### src/rtl/cmd_resp_pkg.sv
// Definitions shared by cmd_decoder and resp_gen: response codes, ASCII
// constants, command letters and the decoder FSM state type.
package cmd_resp_pkg;

   localparam logic [1:0] RESP_OK   = 2'b00;
   localparam logic [1:0] RESP_ERR  = 2'b01;
   localparam logic [1:0] RESP_DATA = 2'b11;

   localparam logic [7:0] ASCII_STAR = 8'h2a;
   localparam logic [7:0] ASCII_CR   = 8'h0d;

   // Upper case writes a register, lower case reads it back.
   localparam logic [7:0] CMD_WR_NSAMP    = 8'h4e;  // 'N'
   localparam logic [7:0] CMD_WR_PRESCALE = 8'h50;  // 'P'
   localparam logic [7:0] CMD_WR_SPEED    = 8'h53;  // 'S'
   localparam logic [7:0] CMD_RD_NSAMP    = 8'h6e;  // 'n'
   localparam logic [7:0] CMD_RD_PRESCALE = 8'h70;  // 'p'
   localparam logic [7:0] CMD_RD_SPEED    = 8'h73;  // 's'
   localparam logic [7:0] CMD_GO          = 8'h47;  // 'G'

   typedef enum logic [2:0] {
      ST_IDLE,
      ST_CMD,
      ST_ARG,
      ST_TERM,
      ST_RESP
   } state_e;

   function automatic logic is_write_cmd(input logic [7:0] c);
      return (c == CMD_WR_NSAMP) || (c == CMD_WR_PRESCALE) || (c == CMD_WR_SPEED);
   endfunction

   function automatic logic is_noarg_cmd(input logic [7:0] c);
      return (c == CMD_RD_NSAMP) || (c == CMD_RD_PRESCALE) || (c == CMD_RD_SPEED) ||
             (c == CMD_GO);
   endfunction

endpackage

### src/rtl/ascii_hex_dec.sv
// Combinational ASCII to hex nibble decoder; accepts 0-9, a-f and A-F.
module ascii_hex_dec (
   input  logic [7:0] char_in,
   output logic       valid,
   output logic [3:0] nibble
);

   always_comb begin
      valid  = 1'b1;
      nibble = 4'h0;
      if (char_in >= 8'h30 && char_in <= 8'h39) begin
         nibble = char_in[3:0];
      end else if ((char_in >= 8'h41 && char_in <= 8'h46) ||
                   (char_in >= 8'h61 && char_in <= 8'h66)) begin
         // Letters a-f/A-F carry 1..6 in the low nibble.
         nibble = char_in[3:0] + 4'd9;
      end else begin
         valid = 1'b0;
      end
   end

endmodule

### src/rtl/cmd_decoder.sv
// Receive-side command decoder: echoes every received character, parses
// "*<cmd>[HHHH]<CR>", updates the control registers and requests responses.
module cmd_decoder
   import cmd_resp_pkg::*;
#(
   parameter logic [15:0] NSAMP_RST    = 16'd1,
   parameter logic [15:0] PRESCALE_RST = 16'd32,
   parameter logic [15:0] SPEED_RST    = 16'd1,
   parameter logic [15:0] NSAMP_MAX    = 16'd1024,
   parameter logic [15:0] PRESCALE_MIN = 16'd32
) (
   input  logic        clk_rx,
   input  logic        rst_clk_rx_n,
   input  logic        rx_data_rdy,
   input  logic [7:0]  rx_data,
   output logic        send_char_val,
   output logic [7:0]  send_char,
   output logic        send_resp_val,
   output logic [1:0]  send_resp_type,
   output logic [15:0] send_resp_data,
   input  logic        send_resp_done,
   output logic [15:0] nsamp_reg,
   output logic [15:0] prescale_reg,
   output logic [15:0] speed_reg,
   output logic        new_go
);

   state_e      state_q, state_d;
   logic [7:0]  cmd_q, cmd_d;
   logic [15:0] arg_q, arg_d;
   logic [1:0]  cnt_q, cnt_d;
   logic [1:0]  resp_type_q, resp_type_d;
   logic [15:0] resp_data_q, resp_data_d;
   logic [15:0] nsamp_q, nsamp_d;
   logic [15:0] prescale_q, prescale_d;
   logic [15:0] speed_q, speed_d;
   logic        go_q, go_d;
   logic        hex_valid;
   logic [3:0]  hex_nibble;
   logic        syntax_err;

   ascii_hex_dec u_hex (
      .char_in (rx_data),
      .valid   (hex_valid),
      .nibble  (hex_nibble)
   );

   assign send_char_val  = rx_data_rdy;
   assign send_char      = rx_data;
   assign send_resp_val  = (state_q == ST_RESP);
   assign send_resp_type = resp_type_q;
   assign send_resp_data = resp_data_q;
   assign nsamp_reg      = nsamp_q;
   assign prescale_reg   = prescale_q;
   assign speed_reg      = speed_q;
   assign new_go         = go_q;

   // NOTE: every variable written here gets a default first, so no path can infer a latch.
   always_comb begin
      state_d     = state_q;
      cmd_d       = cmd_q;
      arg_d       = arg_q;
      cnt_d       = cnt_q;
      resp_type_d = resp_type_q;
      resp_data_d = resp_data_q;
      nsamp_d     = nsamp_q;
      prescale_d  = prescale_q;
      speed_d     = speed_q;
      go_d        = 1'b0;
      syntax_err  = 1'b0;

      case (state_q)
         ST_IDLE: begin
            if (rx_data_rdy && rx_data == ASCII_STAR) begin
               state_d = ST_CMD;
               arg_d   = '0;
               cnt_d   = '0;
            end
         end
         ST_CMD: begin
            if (rx_data_rdy) begin
               cmd_d = rx_data;
               if (is_write_cmd(rx_data))       state_d = ST_ARG;
               else if (is_noarg_cmd(rx_data))  state_d = ST_TERM;
               else                             syntax_err = 1'b1;
            end
         end
         ST_ARG: begin
            if (rx_data_rdy) begin
               if (hex_valid) begin
                  arg_d = {arg_q[11:0], hex_nibble};
                  cnt_d = cnt_q + 2'd1;
                  if (cnt_q == 2'd3) state_d = ST_TERM;
               end else begin
                  syntax_err = 1'b1;
               end
            end
         end
         ST_TERM: begin
            if (rx_data_rdy) begin
               if (rx_data == ASCII_CR) begin
                  // Execute: result and register update land together one cycle after CR.
                  state_d     = ST_RESP;
                  resp_type_d = RESP_OK;
                  resp_data_d = '0;
                  case (cmd_q)
                     CMD_WR_NSAMP: begin
                        if (arg_q != '0 && arg_q <= NSAMP_MAX) nsamp_d = arg_q;
                        else resp_type_d = RESP_ERR;
                     end
                     CMD_WR_PRESCALE: begin
                        if (arg_q >= PRESCALE_MIN) prescale_d = arg_q;
                        else resp_type_d = RESP_ERR;
                     end
                     CMD_WR_SPEED: speed_d = arg_q;
                     CMD_RD_NSAMP: begin
                        resp_type_d = RESP_DATA;
                        resp_data_d = nsamp_q;
                     end
                     CMD_RD_PRESCALE: begin
                        resp_type_d = RESP_DATA;
                        resp_data_d = prescale_q;
                     end
                     CMD_RD_SPEED: begin
                        resp_type_d = RESP_DATA;
                        resp_data_d = speed_q;
                     end
                     CMD_GO:  go_d = 1'b1;
                     default: resp_type_d = RESP_ERR;
                  endcase
               end else begin
                  syntax_err = 1'b1;
               end
            end
         end
         ST_RESP: begin
            if (send_resp_done) state_d = ST_IDLE;
         end
         default: state_d = ST_IDLE;
      endcase

      if (syntax_err) begin
         state_d     = ST_RESP;
         resp_type_d = RESP_ERR;
         resp_data_d = '0;
      end
   end

   // NOTE: flops use non-blocking assignments so every register samples pre-edge values.
   always_ff @(posedge clk_rx or negedge rst_clk_rx_n) begin
      if (!rst_clk_rx_n) begin
         state_q     <= ST_IDLE;
         cmd_q       <= '0;
         arg_q       <= '0;
         cnt_q       <= '0;
         resp_type_q <= RESP_OK;
         resp_data_q <= '0;
         nsamp_q     <= NSAMP_RST;
         prescale_q  <= PRESCALE_RST;
         speed_q     <= SPEED_RST;
         go_q        <= 1'b0;
      end else begin
         state_q     <= state_d;
         cmd_q       <= cmd_d;
         arg_q       <= arg_d;
         cnt_q       <= cnt_d;
         resp_type_q <= resp_type_d;
         resp_data_q <= resp_data_d;
         nsamp_q     <= nsamp_d;
         prescale_q  <= prescale_d;
         speed_q     <= speed_d;
         go_q        <= go_d;
      end
   end

endmodule

### config.mk
export PLATFORM = sky130hd
export DESIGN_NAME = cmd_decoder
export DESIGN_NICKNAME = d
export VERILOG_FILES = /design/src/rtl/cmd_resp_pkg.sv /design/src/rtl/ascii_hex_dec.sv /design/src/rtl/cmd_decoder.sv
export SDC_FILE = /design/constraint.sdc
export NUM_CORES = 1
export LEC_CHECK = 0
export BUFFER_PORTS_ARGS = -buffer_cell sky130_fd_sc_hd__buf_2
export CELL_PAD_IN_SITES_DETAIL_PLACEMENT = 0
export CELL_PAD_IN_SITES_GLOBAL_PLACEMENT = 2
export CORE_MARGIN = 2
export CORE_UTILIZATION = 30
export DETAILED_ROUTE_END_ITERATION = 10
export GPL_ROUTABILITY_DRIVEN = 0
export GPL_TIMING_DRIVEN = 1
export PLACE_DENSITY = 0.72
export SETUP_SLACK_MARGIN = 0.2
export SLEW_MARGIN = 30
export SYNTH_ARGS = -nofsm -noshare
export SYNTH_HDL_FRONTEND = slang
export SYNTH_SLANG_ARGS = --single-unit
### constraint.sdc
create_clock -name clk_rx -period 3.35 [get_ports clk_rx]
set_clock_uncertainty 0.15 [all_clocks]
set_input_delay 0.1675 -clock clk_rx [delete_from_list [all_inputs] [get_ports clk_rx]]
set_output_delay 0.1675 -clock clk_rx [all_outputs]
set_load 0.02 [all_outputs]
[Word-level counts from Yosys, hierarchy flattened]
Cells that the tools add are included.
Operators by class
  add/sub/neg operators: 2
  $mul: 0
  divide/modulo/power cells: 0
  $lt $le $gt $ge: 8
  equality and inequality tests: 33
  shift operators: 0
  mux-type cells: 48
  bitwise gates (word level): 0
  reductions and logical operators: 26
Operators by type and width (count)
  8-bit by 7-bit equality test with 1-bit output (second input constant): 14
  16-bit two-way mux: 7
  16-bit one-hot mux with 3 select lines: 1
  3-bit two-way mux: 11
  16-bit one-hot mux with 2 select lines: 1
  3-bit inequality test (second input constant): 7
  16-bit by 6-bit >= comparator with 1-bit output (second input constant): 1
  8-bit by 7-bit >= comparator with 1-bit output (second input constant): 2
  16-bit by 11-bit less-or-equal comparator with 1-bit output (second input constant): 1
  8-bit by 7-bit less-or-equal comparator with 1-bit output (second input constant): 2
  16-bit nonzero test: 1
  1-bit two-way mux: 15
  3-bit one-hot mux with 5 select lines: 1
  2-bit two-way mux: 7
  5-bit AND reduction: 2
  9-bit AND reduction: 1
  8-bit by 4-bit equality test with 1-bit output (second input constant): 1
  8-bit by 6-bit equality test with 1-bit output (second input constant): 1
  8-bit by 6-bit >= comparator with 1-bit output (second input constant): 1
  8-bit by 6-bit less-or-equal comparator with 1-bit output (second input constant): 1
  4-bit two-way mux: 2
  2-bit one-hot mux with 4 select lines: 1
  4-bit AND reduction: 2
  2-bit nonzero test: 4
  other kinds (18): 30
Word-level totals
  bits in registers: 96
  latch bits: 0
  memory bits (writable): 0
  bits in read-only memories: 0
  logic and storage cells: 127
  memories kept: 0

[Longest topological paths before layout]
Gate-level depths: netlist of run 1.
  depth in word-level cells: 10
  depth in mapped cells: 10

[By module]
Synthesis of run 1 repeated with hierarchy kept, for this count alone.
Unflattened totals
  cell total of the unflattened synthesis: 421
  area total of the unflattened synthesis: 4765.8 um2
By module, submodules not included
  cmd_decoder: times used 1, cells an instance 396, area an instance 4561.9 um2
  ascii_hex_dec: times used 1, cells an instance 25, area an instance 203.9 um2

[Worst setup path after synthesis of run 1]
Ideal clock, no wire load.
  kind: input to register
  start: input port rx_data[2]
  end: register nsamp_q[10], in the netlist nsamp_reg[10]
  library setup time: 0.128 ns
  arrival time: 2.205 ns
  data required time: 3.072 ns
  setup slack: 0.868 ns
  stages: 8
  buffers on the path: 2
  path through: buf_2 -> or4b_1 -> nor3_2 -> and2_4 -> nand2_2 -> nor4_4 -> buf_6 -> mux2_1
Between the ends
  word-level cells in the longest chain between the ends: 2
Ends and longest elaborated chain
  start, declared: line cmd_decoder.sv:15  | input logic [7:0] rx_data,
  8-bit by 4-bit equality test with 1-bit output: line cmd_decoder.sv:101  | if (rx_data == ASCII_CR) begin
  5-bit AND reduction (no line)
  end signal, assigned: line cmd_decoder.sv:169  | nsamp_q <= nsamp_d;
  end, declared: line cmd_decoder.sv:34  | logic [15:0] nsamp_q, nsamp_d;
No other way between the ends.
A chain may end at the register's enable or synchronous reset.

[Worst setup path in the final report of run 1]
  start: input port rx_data[1]
  end: register resp_data_q[6], in the netlist send_resp_data[6]
Between the ends
  word-level cells in the longest chain between the ends: 10
  elaborated cells between the ends (all ways): 38
Ends and longest elaborated chain
  8-bit by 7-bit >= comparator with 1-bit output (tied with other cells): line ascii_hex_dec.sv:13  | end else if ((char_in >= 8'h41 && char_in <= 8'h46) ||
  1-bit logical AND (tied with other cells): line ascii_hex_dec.sv:13
  1-bit logical OR, on equally long branches: line ascii_hex_dec.sv:13, cmd_resp_pkg.sv:34
  1-bit two-way mux / 1-bit logical OR (equally long branches): line ascii_hex_dec.sv:13, cmd_resp_pkg.sv:34
  1-bit two-way mux, on equally long branches: line ascii_hex_dec.sv:11, cmd_decoder.sv:84
  1-bit two-way mux, on equally long branches: line cmd_decoder.sv:90, cmd_decoder.sv:83
  1-bit two-way mux, on equally long branches: line cmd_decoder.sv:89, cmd_decoder.sv:81
  1-bit one-hot mux with 3 select lines: line cmd_decoder.sv:72  | case (state_q)
  2-bit nonzero test (no line)
  3-bit AND reduction (no line)
  end signal, assigned: line cmd_decoder.sv:168  | resp_data_q <= resp_data_d;
  end, declared: line cmd_decoder.sv:33  | logic [15:0] resp_data_q, resp_data_d;
Several ways; a longest one is shown, not always the timed one.

==> out/metrics.yaml, run 1 <==
outcome: "completed"
clock-root-buffer: "clkbuf_16"
drive_above_1_share_pct: 39.5
critical_path.endpoint: "send_resp_data[6]"
top_count_cell_post_synth: "dfrtp_1"
timing.critical_path.cells: "dlygate4sd3_1 > buf_2 > inv_1 > ha_1 > nor3b_1 > or4b_1 > a21o_1 > o2111ai_1 > and2_2 > buf_4 > o2bb2ai_1"
worstSetupPathType: "in -> reg"
setup.worst_path.start_class: "input pin"
final.setup.tns_ns: 0
vias_per_cell: 5.25
reg2reg_setup_slack_ns: 0.78
finalMaxSlewViolations: 0
ff2ff_path_depth: 6
drt_first_pass_iters: 6
die-height_um: 125
routed_wire_length_um: 11500
routedWlPerCell_um: 18.4
hold_viol: 0
r2r-end: "send_resp_data[2]"
antenna_found_initial: 0
worst_slew_margin_rel_pct: 47.9
maxCapViolCount: 0
synth_top_flop_cell: "dfrtp_1"
layout_worst_path_cycle_share_pct: 86.2
timing.critical_path.slowest_cell_delay_ns: 0.58
timing.critical_path.fanout_max: 10
synth-seq-area-share_pct: 54.8
critical_path_cell_count: 11
area_delta_synth_final_pct: 21.8
via_count_of_the_first_global_routing_pass: 3207
ys_top_cells_by_count: "dfrtp_1, mux2_2, a222oi_1, a22o_1, o2bb2ai_1"
synth_cell_types: 58
initialDrtViolationCount: 227
post-cts-setup-buffers: 0
worstSetupEndpointType: "flip-flop"
cts_max_level: 3
report.final.setup_viol: 0
critical_path.top_delay_family: "simple AND/OR/NAND/NOR gates"
cp_data_arrival_time_ns: 3.00
postRouteAntennaNets: 0
worstReg2RegStart: "cmd_q[3]"
power.static_leakage_nw: 2.65
avgSynthCellArea_um2: 12.6
hp_class: "in -> reg"
largest_net_degree_at_the_start_of_global_routing: 45
synth_top_cell_area_share_pct: 53.1
cp.buffers_inverters: 4
cp_slowest_cell: "or4b_1"
gr_ovfl_total: 0
core_area_um2: 14400
final_hpwl_from_detailed_placement_um: 8090
power.density_nw_per_um2: 536
rows: 44
grt.total_usage_pct: 15.1
pin_count: 89
cts_inserted_buffers: 9
count_of_flip_flops_with_a_built_in_enable_after_synthesis: 0
die-area_um2: 15600
start_util_pct: 30.4
antenna-diode-count: 0
grt_pass1_wl_um: 18400
place_area_um2: 4990
clock_insertion_delay_worst_skew_ns: 0.34
final_period_minus_worst_setup_slack_ns: 2.89
timing.critical_path.required_ns: 3.46
vdd_ir_drop_max_mv: 0.283
synth_fp_nets: 367
residual_drc: 0
max-clock-path-buffers: 2
synth.ff_latch_count: 96
async_reset_ff_share_pct: 100
tritoncts: "yes"
syn-instance-count: 349
yosys.area.top_type: "dfrtp_1"
via_count: 3277
synth_area_leaders: "dfrtp_1, mux2_2, a222oi_1"
clock_transition_time_at_the_flip_flop_clock_pins_of_the_worst_setup_and_hold_paths_ns: 0.06
setup.worst_path.start: "rx_data[1]"
timing_worst_slew_pin_value_ns: 0.781
rsz0062_at_grt: "false"
num-nets-final: 453
post_synth_instance_area_um2: 4390
fmaxAchievable_mhz: 346
place.port_buffers: 88
synth.yosys.warnings: 0
horizontal_die_dimension_um: 125
finalInstanceArea_um2: 5340
cts.sink_count: 96
[metal layers]
layer	share of wire (%)	GRT usage [%]	wire [µm]
met5	0	0	0
met4	0.98	4.31	112
met3	6.0	3.74	687
met2	49	24.1	5580
met1	44	20.5	5090
[cells by family after synthesis]
kind of cell,count (synthesis),synth area share (%)
flops,96,54.8
compound gates,80,15.0
simple gates,71,9.90
mux,52,13.3
buf+inv,41,4.65
fa+ha+maj,6,1.71
xor+xnor,3,0.599
[where the power goes]
part           switching (W)  internal, W
Clock               0.000449     0.000606
Sequential          0.000111      0.00124
Combinational       0.000262     0.000196
Total               0.000822      0.00204
[timing repair]
action / in CTS / in global routing
gates resized for setup: 0 / 1
endpoints found under the hold margin: 43 / 0
endpoints found under the setup margin: 0 / 3
hold buffers: 5 / 0
[final cells by class]
class                   instances  area, µm²
fillers                      1460       9080
flip-flops and latches         96       2410
multi-input cells             212       1780
repair buffers                103        568
clock buffers                  11        243
well taps                     184        230
clock inverters                 5       63.8
inverters                      13       48.8
[worst reg2reg max path, cell delays in order, from the launching register on]
cell and delay (ns):
dfrtp_1 0.45, or3b_2 0.53, nor2_1 0.19, a31o_2 0.13, a21oi_1 0.06, or3_1 0.70, o2bb2ai_1 0.28
[per-stage QoR]
| stage | instances | power [W] | util, % | hold slack [ns] | setup WS (ns) |
|---|---|---|---|---|---|
| 5_1_grt | 624 | 0.00302 | 37.0 | 0.0231 | 0.323 |
| 3_3_place_gp | 603 | 0.00182 | 34.6 | 0.0424 | 0.563 |
| 3_5_place_dp | 603 | 0.00183 | 34.6 | 0.0570 | 0.473 |
| 2_1_floorplan | 349 | 0.00168 | - | -0.278 | 0.868 |
| 4_1_cts | 624 | 0.00290 | 37.0 | 0.000338 | 0.330 |
| 6_report | 624 | 0.00286 | 37.0 | 0.0215 | 0.463 |
[how the worst min path moves through the flow]
stage | start | to | slack (ns) | cells after the start
6_report | rx_data[0] | cmd_q[0] | 0.02 | 3
3_5_place_dp | rst_clk_rx_n | prescale_reg[7] | 0.06 | 1
3_3_place_gp | rst_clk_rx_n | speed_reg[7] | 0.04 | 1
2_1_floorplan | rst_clk_rx_n | arg_q[0] | -0.28 | 0
4_1_cts | rx_data[6] | cmd_q[6] | 0.0003 | 2
5_1_grt | rx_data[6] | cmd_q[6] | 0.02 | 2
[cell usage in the layout (no fill, tap or decap), drive strengths merged, types with 2 or more instances in the layout]
| cell | synthesis | layout |
|---|---|---|
| buf | 18 | 98 |
| dfrtp | 93 | 93 |
| mux2 | 51 | 51 |
| a22o | 16 | 16 |
| a222oi | 16 | 16 |
| o2bb2ai | 16 | 16 |
| nand2 | 15 | 15 |
| inv | 13 | 15 |
| nor2 | 12 | 12 |
| clkbuf | 10 | 11 |
| nor2b | 9 | 9 |
| o21ai | 8 | 8 |
| a21oi | 7 | 7 |
| nor3b | 6 | 6 |
| ha | 6 | 6 |
| dlygate4sd3 | 0 | 5 |
| nor4 | 5 | 5 |
| o211ai | 3 | 3 |
| nand4b | 3 | 3 |
| and3 | 3 | 3 |
| dfstp | 3 | 3 |
| nor3 | 3 | 3 |
| and2 | 3 | 3 |
| nand3 | 2 | 2 |
| or4b | 2 | 2 |
| xnor2 | 2 | 2 |
Power figures use the tool's default switching activity.
==> run 2: changes to the inputs <==
RECOVER_POWER = 50   (was not set)
==> out/metrics.yaml, run 2 (synthesis gave the netlist of run 1 again) <==
gr_ovfl_total: 0  # unchanged
timing.critical_path.slowest_cell_delay_ns: 0.59  # was 0.58 ns
max-clock-path-buffers: 2  # unchanged
clock_insertion_delay_worst_skew_ns: 0.34  # about the same
final_cell_mix: "dfrtp_1, clkbuf_1, mux2_2"  # was dfrtp_1, buf_2, mux2_2
timing_worst_slew_pin_value_ns: 2.37  # was 0.781 ns
power.static_leakage_nw: 2.33  # was 2.65 nW
timing.critical_path.cells: "dlygate4sd3_1 > buf_2 > inv_1 > ha_1 > nor3b_1 > or4b_1 > a21o_1 > o2111ai_1 > and2_2 > buf_4 > o2bb2ai_1"  # unchanged
rows: 44  # unchanged
area_delta_synth_final_pct: 19.6  # was 21.8%
final.setup.tns_ns: 0  # unchanged
start_util_pct: 30.4  # unchanged
core_area_um2: 14400  # unchanged
setup.worst_path.start: "rx_data[1]"  # unchanged
hold_depth: 2  # was 3
final_period_minus_worst_setup_slack_ns: 2.90  # was 2.89 ns
timing.final.ws_setup_ns: 0.446  # was 0.463 ns
pin_count: 89  # unchanged
routed_wire_length_um: 11500  # about the same
layout_worst_path_cycle_share_pct: 86.7  # was 86.2%
cp_slowest_cell: "or4b_1"  # unchanged
ff2ff_path_depth: 6  # unchanged
maxCapViolCount: 1  # was 0
cp_data_arrival_time_ns: 3.02  # was 3.00 ns
cts_inserted_buffers: 9  # unchanged
rsz0062_at_grt: "false"  # unchanged
die-area_um2: 15600  # unchanged
placement.setup.worst_slack_ns: 0.473  # unchanged
outcome: "finished with violations"  # was completed
fmaxAchievable_mhz: 344  # was 346 MHz
hp_class: "in -> reg"  # unchanged
design_power_total_w: 0.00286  # about the same
postRouteAntennaNets: 0  # unchanged
mostFrequentLayoutCell: "dfrtp_1"  # unchanged
finalMaxSlewViolations: 45  # was 0
worst_slew_margin_rel_pct: -57.8  # was 47.9%
timing.critical_path.fanout_max: 10  # unchanged
routedWlPerCell_um: 18.5  # was 18.4 µm
grt_pass1_wl_um: 18400  # unchanged
setup.worst_path.start_class: "input pin"  # unchanged
hold_viol: 0  # unchanged
die-height_um: 125  # unchanged
cp.buffers_inverters: 4  # unchanged
critical_path_cell_count: 11  # unchanged
vdd_ir_drop_max_mv: 0.282  # was 0.283 mV
critical_path.top_delay_family: "simple AND/OR/NAND/NOR gates"  # unchanged
violations_in_the_final_reports: "capacitance limit, slew limit"
place.port_buffers: 88  # unchanged
worstSetupPathType: "in -> reg"  # unchanged
antenna-diode-count: 0  # unchanged
drive_above_1_share_pct: 22.0  # was 39.5%
postLayoutCoreUtil_pct: 36.4  # was 37.0%
worstReg2RegStart: "cmd_q[3]"  # unchanged
drt_first_pass_iters: 9  # was 6
final_hpwl_from_detailed_placement_um: 8090  # unchanged
antenna_found_initial: 0  # unchanged
vias_per_cell: 5.28  # was 5.25
horizontal_die_dimension_um: 125  # unchanged
r2r-end: "send_resp_data[2]"  # unchanged
cts_max_level: 3  # unchanged
power.density_nw_per_um2: 545  # was 536 nW/µm²
worstSetupEndpointType: "flip-flop"  # unchanged
hold_slack_final_ns: 0.0123  # was 0.0215 ns
cts.sink_count: 96  # unchanged
clock-root-buffer: "clkbuf_16"  # unchanged
initialDrtViolationCount: 259  # was 227
num-nets-final: 453  # unchanged
grt.total_usage_pct: 15.1  # unchanged
reg2reg_setup_slack_ns: 0.77  # was 0.78 ns
timing.critical_path.required_ns: 3.46  # about the same
largest_net_degree_at_the_start_of_global_routing: 45  # unchanged
residual_drc: 0  # unchanged
via_count: 3296  # was 3277
report.final.setup_viol: 0  # unchanged
clock_transition_time_at_the_flip_flop_clock_pins_of_the_worst_setup_and_hold_paths_ns: 0.07  # was 0.06 ns
via_count_of_the_first_global_routing_pass: 3207  # unchanged
critical_path.endpoint: "send_resp_data[10]"  # was send_resp_data[6]
tritoncts: "yes"  # unchanged
run 2: changes by cell type in the layout (fill, tap and decap cells not counted), sizes merged:
cell    before  now
buf         98   21
clkbuf      11   88
run 2: how the worst min path moves through the flow:
stage	start	endpoint	slack (ns)
6_report	rx_data[6]	cmd_q[6]	0.01
5_1_grt	rx_data[6]	cmd_q[6]	0.02
4_1_cts	rx_data[6]	cmd_q[6]	0.0003
3_5_place_dp	rst_clk_rx_n	prescale_reg[7]	0.06
3_3_place_gp	rst_clk_rx_n	speed_reg[7]	0.04
2_1_floorplan	rst_clk_rx_n	arg_q[0]	-0.28
run 2: layout make-up:
class / instances / area, µm²
clock buffers: 11 / 243
clock inverters: 5 / 63.8
fillers: 1504 / 9180
inverters: 13 / 48.8
multi-input cells: 212 / 1780
flip-flops and latches: 96 / 2410
well taps: 184 / 230
repair buffers: 103 / 469
run 2: metal layers:
metal / vias up / GRT usage, % / share of wire (%)
met5: - / 0 / 0
met4: 0 / 4.31 / 0.87
met3: 8 / 3.74 / 4.9
met2: 89 / 24.1 / 49
met1: 1702 / 20.5 / 46
li1: 1497 / - / -
run 2: per-stage QoR:
| step | instances | area (µm²) |
|---|---|---|
| floorplan | 349 | 4390 |
| global placement | 603 | 4990 |
| detailed placement | 603 | 4990 |
| CTS | 624 | 5340 |
| global route | 624 | 5250 |
| finish | 624 | 5250 |
run 2: repair_timing:
action | CTS | global route
setup endpoints to repair | 0 | 3
setup buffers | 0 | 0
gates resized for setup | 0 | 1
hold endpoints to repair | 43 | 0
hold buffers | 5 | 0
run 2: where the power goes:
| part | leakage [nW] | total (W) | internal (W) | switching, W |
|---|---|---|---|---|
| logic | 0.874 | 0.000456 | 0.000194 | 0.000262 |
| clock network | 0.147 | 0.00105 | 0.000606 | 0.000447 |
| registers | 1.30 | 0.00135 | 0.00124 | 0.000111 |
